$ cat src/rtl/vend_txn_ctrl.sv
// Vending purchase sequencer: selection -> inventory lookup -> coin collection -> dispense -> payout.
// Optional build macro VEND_COIN_FILTER_EN accepts only standard coin values; all other coins are refunded.
module vend_txn_ctrl #(
    parameter int ITEM_AW     = 10,
    parameter int QTY_W       = 8,
    parameter int CUR_W       = 8,
    parameter int TOT_W       = 16,
    parameter int TIMEOUT_CYC = 1000
) (
    input  logic               clk,
    input  logic               rst,
    input  logic               sel_valid,
    output logic               sel_ready,
    input  logic [ITEM_AW-1:0] sel_item,
    input  logic [QTY_W-1:0]   sel_qty,
    input  logic               coin_valid,
    input  logic [CUR_W-1:0]   coin_value,
    input  logic               cancel,
    output logic               inv_rd_req,
    output logic [ITEM_AW-1:0] inv_rd_addr,
    input  logic               inv_rd_valid,
    input  logic [CUR_W-1:0]   inv_rd_price,
    input  logic [QTY_W-1:0]   inv_rd_stock,
    output logic               disp_en,
    output logic [ITEM_AW-1:0] disp_item,
    output logic [QTY_W-1:0]   disp_qty,
    output logic [QTY_W-1:0]   disp_avail,
    output logic [CUR_W-1:0]   disp_price,
    output logic [TOT_W-1:0]   disp_total,
    input  logic               disp_ok,
    input  logic [TOT_W-1:0]   disp_change,
    output logic               inv_wr_en,
    output logic [ITEM_AW-1:0] inv_wr_addr,
    output logic [QTY_W-1:0]   inv_wr_stock,
    output logic               change_valid,
    output logic [TOT_W-1:0]   change_amount,
    input  logic               change_ready,
    output logic               busy,
    output logic               timeout_evt
);
    // state   | meaning
    // IDLE    | waiting for a selection, sel_ready high
    // LOOKUP  | price/stock read outstanding
    // COLLECT | accumulating coins, inactivity timer running
    // EVAL    | disp_en pulse to the dispense datapath
    // WAIT    | datapath result sampled
    // UPDATE  | stock write-back pulse
    // PAYOUT  | change offered until accepted
    typedef enum logic [2:0] {
        S_IDLE, S_LOOKUP, S_COLLECT, S_EVAL, S_WAIT, S_UPDATE, S_PAYOUT
    } state_t;

    localparam int TMR_W = (TIMEOUT_CYC > 1) ? $clog2(TIMEOUT_CYC) : 1;
    localparam logic [TMR_W-1:0] TMR_LOAD = TMR_W'(TIMEOUT_CYC - 1);

    state_t             state;
    logic [ITEM_AW-1:0] item_q;
    logic [QTY_W-1:0]   qty_q;
    logic [CUR_W-1:0]   price_q;
    logic [QTY_W-1:0]   stock_q;
    logic [TOT_W-1:0]   total;
    logic [TOT_W-1:0]   reject_sum;
    logic [TMR_W-1:0]   timer;

    logic               coin_add;
    logic               coin_rej;
    logic [TOT_W-1:0]   coin_ext;
    logic [TOT_W-1:0]   total_nxt;
    logic [TOT_W-1:0]   reject_nxt;
    logic [TOT_W-1:0]   refund_amt;
    logic [TOT_W-1:0]   target;

    function automatic logic [TOT_W-1:0] sat_add(input logic [TOT_W-1:0] a, input logic [TOT_W-1:0] b);
        logic [TOT_W:0] s;
        s = {1'b0, a} + {1'b0, b};
        return s[TOT_W] ? '1 : s[TOT_W-1:0];
    endfunction

`ifdef VEND_COIN_FILTER_EN
    logic coin_ok;
    assign coin_ok  = (coin_value == CUR_W'(1))  || (coin_value == CUR_W'(2))  ||
                      (coin_value == CUR_W'(5))  || (coin_value == CUR_W'(10)) ||
                      (coin_value == CUR_W'(20)) || (coin_value == CUR_W'(50)) ||
                      (coin_value == CUR_W'(100));
    assign coin_add = coin_valid && coin_ok;
    assign coin_rej = coin_valid && !coin_ok;
`else
    assign coin_add = coin_valid && (coin_value != '0);
    assign coin_rej = 1'b0;
`endif

    assign coin_ext   = TOT_W'(coin_value);
    assign total_nxt  = coin_add ? sat_add(total, coin_ext) : total;
    assign reject_nxt = coin_rej ? sat_add(reject_sum, coin_ext) : reject_sum;
    assign refund_amt = sat_add(total_nxt, reject_nxt);
    assign target     = TOT_W'(price_q) * TOT_W'(qty_q);

    always_ff @(posedge clk) begin
        if (rst) begin
            state         <= S_IDLE;
            item_q        <= '0;
            qty_q         <= '0;
            price_q       <= '0;
            stock_q       <= '0;
            total         <= '0;
            reject_sum    <= '0;
            timer         <= '0;
            sel_ready     <= 1'b0;
            inv_rd_req    <= 1'b0;
            inv_rd_addr   <= '0;
            disp_en       <= 1'b0;
            disp_item     <= '0;
            disp_qty      <= '0;
            disp_avail    <= '0;
            disp_price    <= '0;
            disp_total    <= '0;
            inv_wr_en     <= 1'b0;
            inv_wr_addr   <= '0;
            inv_wr_stock  <= '0;
            change_valid  <= 1'b0;
            change_amount <= '0;
            busy          <= 1'b0;
            timeout_evt   <= 1'b0;
        end else begin
            inv_rd_req  <= 1'b0;
            disp_en     <= 1'b0;
            inv_wr_en   <= 1'b0;
            timeout_evt <= 1'b0;
            case (state)
                S_IDLE: begin
                    sel_ready <= 1'b1;
                    if (sel_ready && sel_valid && sel_qty != '0) begin
                        item_q      <= sel_item;
                        qty_q       <= sel_qty;
                        inv_rd_req  <= 1'b1;
                        inv_rd_addr <= sel_item;
                        sel_ready   <= 1'b0;
                        busy        <= 1'b1;
                        state       <= S_LOOKUP;
                    end
                end
                S_LOOKUP: begin
                    if (cancel) begin
                        sel_ready <= 1'b1;
                        busy      <= 1'b0;
                        state     <= S_IDLE;
                    end else if (inv_rd_valid) begin
                        price_q <= inv_rd_price;
                        stock_q <= inv_rd_stock;
                        timer   <= TMR_LOAD;
                        state   <= S_COLLECT;
                    end
                end
                S_COLLECT: begin
                    total      <= total_nxt;
                    reject_sum <= reject_nxt;
                    if (coin_add || coin_rej)
                        timer <= TMR_LOAD;
                    else if (timer != '0)
                        timer <= timer - TMR_W'(1);
                    // a coin arriving on the terminal count restarts the timer instead of timing out
                    if (cancel || (timer == '0 && !(coin_add || coin_rej))) begin
                        timeout_evt <= !cancel;
                        if (refund_amt != '0) begin
                            change_amount <= refund_amt;
                            change_valid  <= 1'b1;
                            state         <= S_PAYOUT;
                        end else begin
                            sel_ready <= 1'b1;
                            busy      <= 1'b0;
                            state     <= S_IDLE;
                        end
                    end else if (total_nxt >= target) begin
                        disp_en    <= 1'b1;
                        disp_item  <= item_q;
                        disp_qty   <= qty_q;
                        disp_avail <= stock_q;
                        disp_price <= price_q;
                        disp_total <= total_nxt;
                        state      <= S_EVAL;
                    end
                end
                S_EVAL: state <= S_WAIT;
                S_WAIT: begin
                    change_amount <= sat_add(disp_change, reject_sum);
                    disp_item     <= '0;
                    disp_qty      <= '0;
                    disp_avail    <= '0;
                    disp_price    <= '0;
                    disp_total    <= '0;
                    if (disp_ok) begin
                        inv_wr_en    <= 1'b1;
                        inv_wr_addr  <= item_q;
                        inv_wr_stock <= stock_q - qty_q;
                        state        <= S_UPDATE;
                    end else begin
                        change_valid <= 1'b1;
                        state        <= S_PAYOUT;
                    end
                end
                S_UPDATE: begin
                    if (change_amount != '0) begin
                        change_valid <= 1'b1;
                        state        <= S_PAYOUT;
                    end else begin
                        total      <= '0;
                        reject_sum <= '0;
                        sel_ready  <= 1'b1;
                        busy       <= 1'b0;
                        state      <= S_IDLE;
                    end
                end
                S_PAYOUT: begin
                    if (change_ready) begin
                        change_valid  <= 1'b0;
                        change_amount <= '0;
                        total         <= '0;
                        reject_sum    <= '0;
                        sel_ready     <= 1'b1;
                        busy          <= 1'b0;
                        state         <= S_IDLE;
                    end
                end
                default: state <= S_IDLE;
            endcase
        end
    end
endmodule
$ cat config.mk
export PLATFORM = sky130hd
export DESIGN_NAME = vend_txn_ctrl
export DESIGN_NICKNAME = d
export VERILOG_FILES = /design/src/rtl/vend_txn_ctrl.sv
export SDC_FILE = /design/constraint.sdc
export NUM_CORES = 1
export LEC_CHECK = 0
export CAP_MARGIN = 30
export CORE_ASPECT_RATIO = 1.1
export CORE_MARGIN = 4
export CORE_UTILIZATION = 58
export DETAILED_ROUTE_END_ITERATION = 6
export PLACE_DENSITY = 0.92
export SLEW_MARGIN = 30
export SYNTH_ARGS = -nofsm -noshare
export SYNTH_HDL_FRONTEND = slang
export SYNTH_SLANG_ARGS = --single-unit
$ cat constraint.sdc
create_clock -name clk -period 11.1 [get_ports clk]
set_input_delay 2.22 -clock clk [delete_from_list [all_inputs] [get_ports clk]]
set_output_delay 2.22 -clock clk [all_outputs]
set_load 0.005 [all_outputs]
Word level (Yosys, flattened, before mapping)
Cells that the tools add are included.
Widths: inputs -> output; s select.

word-level totals
  register bits = 170
  output and inout bits = 101
  input port bits = 66

cells by class
  $mul = 1
  reductions and logical operators = 37
  bitwise gates (word level) = 5
  add/sub/neg operators = 5
  equality and inequality tests = 22
  multiplexer cells = 63
  order comparisons = 1

operators by type and width
  operator               count
  $mux 16                10
  $pmux 16 s3            2
  $pmux 16 s2            2
  $mux 10                6
  $mux 8                 6
  $pmux 8 s2             3
  $pmux 10 s2            2
  $add 16x16->17         2
  $reduce_bool 16->1     2
  $ne 2x2->1 const B     13
  $mux 3                 8
  $pmux 3 s7             1
  $mux 1                 19
  $add 16x8->17          1
  $ge 16x16->1           1
  $mul 8x8->16           1
  $reduce_bool 8->1      2
  $reduce_and 3->1       4
  $reduce_and 4->1       3
  $reduce_and 6->1       2
  $logic_not 10->1       1
  $pmux 1 s5             2
  $reduce_bool 10->1     1
  $sub 10x1->10 const B  1
  20 further kinds       39

Logic depth before layout (Yosys ltp)
Gate-level depths: netlist (run 1).

  depth after elaboration = 9
  gate-level depth with buffers = 30
  depth with buffers taken out = 27

Worst setup path after synthesis (run 1)
No wires, ideal clock.

  kind = input to register
  start = input port coin_value[0]
  end = register disp_qty[5]
  stages on the path = 22
  path buffers = 3
  setup time = 0.070 ns
  data required time = 11.030 ns
  arrival time = 6.007 ns
  path slack = 5.023 ns
  cells stage by stage = ha_1 > inv_1 > fa_1 > nand2b_1 > a211o_1 > a21oi_2 > buf_6 > nor2_1 > o21ai_0 > inv_1 > ha_1 > nand2b_1 > a21o_1 > a21o_1 > a21oi_1 > o21ai_0 > o21ai_0 > nor3_1 > clkbuf_1 > buf_2 > nand2_1 > a21oi_1

between the ends
  word-level cells in the longest chain between the ends = 7
  elaborated cells on any way between the ends = 12

ends and longest elaborated chain
  item                                                   line  RTL
  start: declaration                                     17    input logic [CUR_W-1:0] coin_value,
  branches (longest 6 deep; another with $add 16x8->17)  --
  $reduce_and 3->1 (no line) (*)                         --
  end signal: assignment                                 176   disp_qty <= qty_q;
  end: declaration                                       26    output logic [QTY_W-1:0] disp_qty,

Every way passes the cells marked *.
A chain may end at the register's enable or synchronous reset.

Worst setup path after layout (run 1)
  start = input port coin_value[0]
  end = register disp_item[8]

between the ends
  word-level cells in the longest chain between the ends = 7
  elaborated cells on any way between the ends = 12

ends and longest elaborated chain
  item                                                   line  RTL
  branches (longest 6 deep; another with $add 16x8->17)  --
  $reduce_and 3->1 (no line) (*)                         --
  end signal: assignment                                 175   disp_item <= item_q;
  end: declaration                                       25    output logic [ITEM_AW-1:0] disp_item,

Marked as above.

==> qor.yml, run 1 <==
switching_share_pct: 36.72
place_congestion: 0.9031
mostFrequentLayoutCells: "165 x clkdlybuf4s50_1, 154 x dfxtp_1, 150 x nand2_1, 111 x a21oi_1, 85 x nor2_1"
clockPowerShare_pct: 28.8
wl_um: 29860
hold_ws_ps: 458.7
grtUsageMet1_pct: 34.23
vias_per_cell: 6.250
die-width_um: 131.7
syn_inst: 1181
drive_gt1_share_pct: 5.923
gr-usage-met3_pct: 8.316
ir_drop_mv: 0.1222
htree_num_levels: 4
synth-seq-cells: 154
seqPwrFrac_pct: 35.4
cts_resized: 0
fin_area_um2: 12060
slew_viol_final: 0
cts-root-buf: "clkbuf_16"
p_switching_uw: 757.5
crit_path_start_kind: "input pin"
drtPass1Iterations: 6
yosysWarnings: 0
syn_to_final_growth_pct: 23.68
critPathKind: "input pin to flip-flop"
fin_skew_ps: 8.744
yosysSeqAreaShare_pct: 31.61
grt_pass1_wl_um: 47380
cts_buffers: 17
antenna_cells: 0
die-area_um2: 18960
synth_flop_cell: "dfxtp_1"
syn_nets: 1353
hpwl_um: 19870
num_rows: 49
comb_power_share_pct: 35.8
slew_headroom_pct: 25.38
p_leak_uw: 0.004649
numPortBuffers: 166
drtIter0Drc: 1055
internal-power_uw: 1305
power_density_nw_per_um2: 171.0
crit_arrival_ps: 7910
fillers: 1105
multi_input_area_um2: 6101
post-cts-setup-buffers: 0
worst_setup_path_end_kind: "flip-flop"
grt_max_degree: 89
cts_max_path_buffers: 2
grt-ovfl-total: 0
final_common_cell: "clkdlybuf4s50_1"
hold_viol_final: 0
fin_setup_tns_ps: 0
placed_area_um2: 11460
ioPinCount: 167
fin_nets: 1478
synth_top_area_share_pct: 31.61
grt_use_total_pct: 30.74
holdBufCountCts: 0
max_slew.worst_pin.slew_ps: 1119
clock_latency_ps: 430
num_vias: 9506
grt_util_met2_pct: 52.97
synth_area_um2: 9754
fmax_mhz: 132.0
die_h_um: 144.0
initial_core_util_pct: 59.37
fin_ws_ps: 3527
synth_top_area_cell: "dfxtp_1"
holdCritPathClass: "flip-flop to flip-flop"
setup_viol: 0
crit_fanout: 39
synth_top_cells_by_area: "dfxtp_1 32%, ha_1 8.7%, fa_1 7.8%"
cts.sinks: 154
min_period_ps: 7573
grt_pass1_vias: 9749
clk_pin_slew_worst_paths_ps: 60
synth_edf_count: 0
status: "finished, final reports clean"
synth_cell_type_count: 69
coreArea_um2: 16430
dp_slack_ps: 3363
antenna_found_initial: 0
rsz0062_at_grt: "no"
drtAntennaViolNets: 0
regArea_um2: 3083
grt_most_used_layer: "met2"
wire_per_inst_um: 19.63
synthArstFlopShare_pct: 0
fin_total_pwr_uw: 2063
worstPathRequired_ps: 11440
fin_crit_sh_pct: 68.23
avgSynthCellArea_um2: 8.259
drv_cap: 0
drc: 0
cts_tree: "yes"
==> worst paths after layout <==
path | from | endpoint | slack (ps) | depth (start not counted)
max | coin_value[0] | disp_item[8]$_SDFFE_PP0P_ | 3530 | 20
min | inv_wr_addr[2]$_SDFFE_PP0P_ | inv_wr_addr[2]$_SDFFE_PP0P_ | 460 | 2
max reg2reg | qty_q[6]$_SDFFE_PP0P_ | disp_item[8]$_SDFFE_PP0P_ | 4190 | 27
min reg2reg | inv_wr_addr[2]$_SDFFE_PP0P_ | inv_wr_addr[2]$_SDFFE_PP0P_ | 460 | 2
==> area by class of cell <==
type | instances | share of cell area (%)
Multi-Input combinational cell | 877 | 50.57
Sequential cell | 154 | 25.55
Timing Repair Buffer | 174 | 14.28
Clock buffer | 21 | 3.983
Inverter | 82 | 2.551
Tap cell | 204 | 2.116
Clock inverter | 9 | 0.9438
==> power by group through the flow <==
stage	clock [uW]	combinational [uW]	sequential, uW
finish	594	738	731
global placement	0	680	733
global route	612	797	739
CTS	593	726	726
detailed placement	0	711	736
floorplan	0	495	692
==> flip-flops by register name (all words and copies together) (netlist names), 3 cells and up <==
signal         count
change_amount     16
disp_avail         8
disp_item         10
disp_price         8
disp_qty           8
disp_total        16
inv_wr_addr       10
inv_wr_stock       8
item_q            10
price_q            8
qty_q              8
state              3
stock_q            8
timer             10
total             16
==> synthesized netlist by cell type, drive strengths merged (14+ instances only) <==
cell type	number
nand3	54
ha	68
nand2	150
inv	81
o21ai	50
a21oi	112
a22oi	32
nor4	14
fa	38
dfxtp	154
nor2	86
clkbuf	50
mux2i	21
nor3	36
a21o	15
and2	59
nor3b	18
a211oi	14
buf	18
==> worst max-delay path: stages <==
cell,delay (ps)
clkdlybuf4s50_1,500
ha_1,220
inv_1,70
fa_1,400
nand2b_1,200
a211o_1,320
a21oi_2,500
nor2_1,120
o21ai_0,640
inv_1,110
ha_1,330
nand2b_1,190
a21o_1,210
a21o_1,180
a21oi_1,120
o21ai_0,180
o2111ai_4,460
buf_4,490
nand3_1,180
a21oi_1,250
==> stage by stage <==
stage	std cells	utilization [%]
CTS	1520	73.35
global route	1521	73.42
detailed placement	1490	69.73
finish	1521	73.42
floorplan	1181	-
global placement	1490	69.68
==> per-layer routing <==
| metal | vias up | routed length (um) |
|---|---|---|
| met2 | 567 | 14510 |
| met4 | 0 | 1772 |
| met5 | - | 0 |
| met3 | 161 | 2526 |
| li1 | 4309 | - |
| met1 | 4469 | 11060 |
==> cells by family (layout without fill, tap and decap cells) <==
| logic type | Yosys count | in the layout | synth area share (%) |
|---|---|---|---|
| compound gates | 267 | 267 | 17.36 |
| xor+xnor | 22 | 22 | 1.975 |
| fa+ha+maj | 106 | 106 | 16.52 |
| buf+inv | 150 | 286 | 6.272 |
| flops | 154 | 154 | 31.61 |
| mux | 22 | 22 | 2.309 |
| simple gates | 460 | 460 | 23.96 |
No activity file was read; power rests on OpenSTA's default activity.
==> run 2: changes to the inputs <==
Settings changed: CORE_UTILIZATION 58 to 49, PLACE_DENSITY 0.92 to 0.84.
Clock period 11.1 ns to 6.9 ns, I/O delays scaled along.
==> run 2 against run 1 <==
  * Via count shrank 4.5%
  * Combinational power grew 61%
  * Setup slack lost 3100 ps
  * Cell count grew 3.7%
  * Clock skew grew 6.1 ps
  * Clock power grew 66%
  * Clock-buffer cell count shrank 3
  * Global-route usage shrank 6.4 points
  * First-iteration DRC count shrank 18%
  * Routed wire length shrank 8.2%
  * Critical endpoint is now disp_price[4]$_SDFFE_PP0P_
==> qor.yml, run 2 (synthesis results as in run 1) <==
p_leak_uw: 0.004736
die_h_um: 156.0
critPathKind: "flip-flop to flip-flop"
num_rows: 53
status: "finished, final reports clean"
cts_tree: "yes"
max_slew.worst_pin.slew_ps: 940.5
numPortBuffers: 166
placed_area_um2: 11630
antenna_cells: 0
cts-root-buf: "clkbuf_16"
wire_per_inst_um: 17.37
worstPathRequired_ps: 7240
fillers: 1587
drtPass1Iterations: 5
fin_cells: 1578
antenna_found_initial: 0
grt_max_degree: 93
rsz0062_at_grt: "no"
clk_pin_slew_worst_paths_ps: 70
htree_num_levels: 4
dp.cells: 1545
cts_max_path_buffers: 2
holdCritPathClass: "flip-flop to flip-flop"
initial_core_util_pct: 50.37
fin_crit_sh_pct: 93.55
fin_area_um2: 12260
hpwl_um: 19600
worst_setup_path_end_kind: "flip-flop"
drtIter0Drc: 870
wl_um: 27410
clock_latency_ps: 430
drtAntennaViolNets: 0
grt-ovfl-total: 0
cts_buffers: 17
fin_nets: 1490
crit_arrival_ps: 6790
slew_viol_final: 0
ir_drop_mv: 0.2117
setup_viol: 0
syn_to_final_growth_pct: 25.69
ioPinCount: 167
grt_pass1_wl_um: 44060
fin_setup_tns_ps: 0
cts.sinks: 154
min_period_ps: 6455
final_core_util_pct: 63.32
grt_pass1_vias: 8789
fmax_mhz: 154.9
grt_use_total_pct: 24.31
coreArea_um2: 19360
drv_cap: 0
vias_per_cell: 5.754
place_congestion: 0.9515
fin_skew_ps: 14.87
crit_path_start_kind: "flip-flop"
die-width_um: 142.5
die-area_um2: 22230
drive_gt1_share_pct: 6.912
post-cts-setup-buffers: 0
mostFrequentLayoutCells: "165 x clkdlybuf4s50_1, 154 x dfxtp_1, 150 x nand2_1, 111 x a21oi_1, 85 x nor2_1"
final_common_cell: "clkdlybuf4s50_1"
hold_viol_final: 0
fin_total_pwr_uw: 3343
power_density_nw_per_um2: 272.6
drc: 0
crit_fanout: 49
slew_headroom_pct: 37.30
num_vias: 9080
top_regs: "change_amount x16, disp_total x16, total x16"
## run 2: path summary, 6_finish.rpt
check,startpoint,endpoint,slack [ps],depth (start not counted)
worst max-delay path,qty_q[7]$_SDFFE_PP0P_,disp_price[4]$_SDFFE_PP0P_,440,27
worst min-delay path,inv_wr_stock[4]$_SDFFE_PP0P_,inv_wr_stock[4]$_SDFFE_PP0P_,460,2
worst max register to register,qty_q[7]$_SDFFE_PP0P_,disp_price[4]$_SDFFE_PP0P_,440,27
worst min register to register,inv_wr_stock[4]$_SDFFE_PP0P_,inv_wr_stock[4]$_SDFFE_PP0P_,460,2
## run 2: per-stage QoR
stage	hold WS (ps)	setup WS, ps
after detailed placement	443.6	377.0
after floorplan	445.1	890.1
after global placement	440.8	536.9
after global routing	479.6	44.95
after CTS	457.4	323.0
final	455.7	444.9
## run 2: repair_timing
action	CTS	global route
gates resized for setup	0	1
hold buffers	0	0
setup endpoints to repair	0	49
## run 2: final cells by class
class / instances / area [um2] / area share (%)
multi-input cells: 877 / 6101 / 49.76
flip-flops and latches: 154 / 3083 / 25.15
repair buffers: 186 / 1838 / 14.99
clock buffers: 18 / 439.2 / 3.582
well taps: 247 / 309.0 / 2.521
inverters: 82 / 307.8 / 2.510
clock inverters: 14 / 182.7 / 1.490
## run 2: metal layers
metal	vias to the layer above	track usage (%)	share of wire, %
met5	-	0	0
met4	0	10.23	3.1
met3	58	6.714	8.9
met2	381	39.15	48
met1	4300	30.70	40
li1	4341	-	-
## run 2: critical path, stage by stage, from the launching register on
cell and delay, ps:
dfxtp_1 580, nand2_1 140, fa_1 520, fa_1 550, inv_1 60, fa_1 520, inv_1 50, fa_1 520
inv_1 40, ha_1 300, inv_1 100, o21bai_1 80, a21oi_1 210, nor2b_1 90, o2111ai_1 170, nand2_1 100
nor2_1 130, xor2_1 80, ha_1 310, nand4_1 80, nor2_1 150, o2111ai_1 130, o21ai_1 310, o21ai_0 270
nor3_2 310, buf_12 280, nand2_1 90, a21oi_1 160
## run 2: report_power, final
group          total, uW  internal, uW  leakage (uW)  switching [uW]
registers           1160          1010       0.00125             148
clock network        988           587      0.000300             401
logic               1190           533       0.00319             661
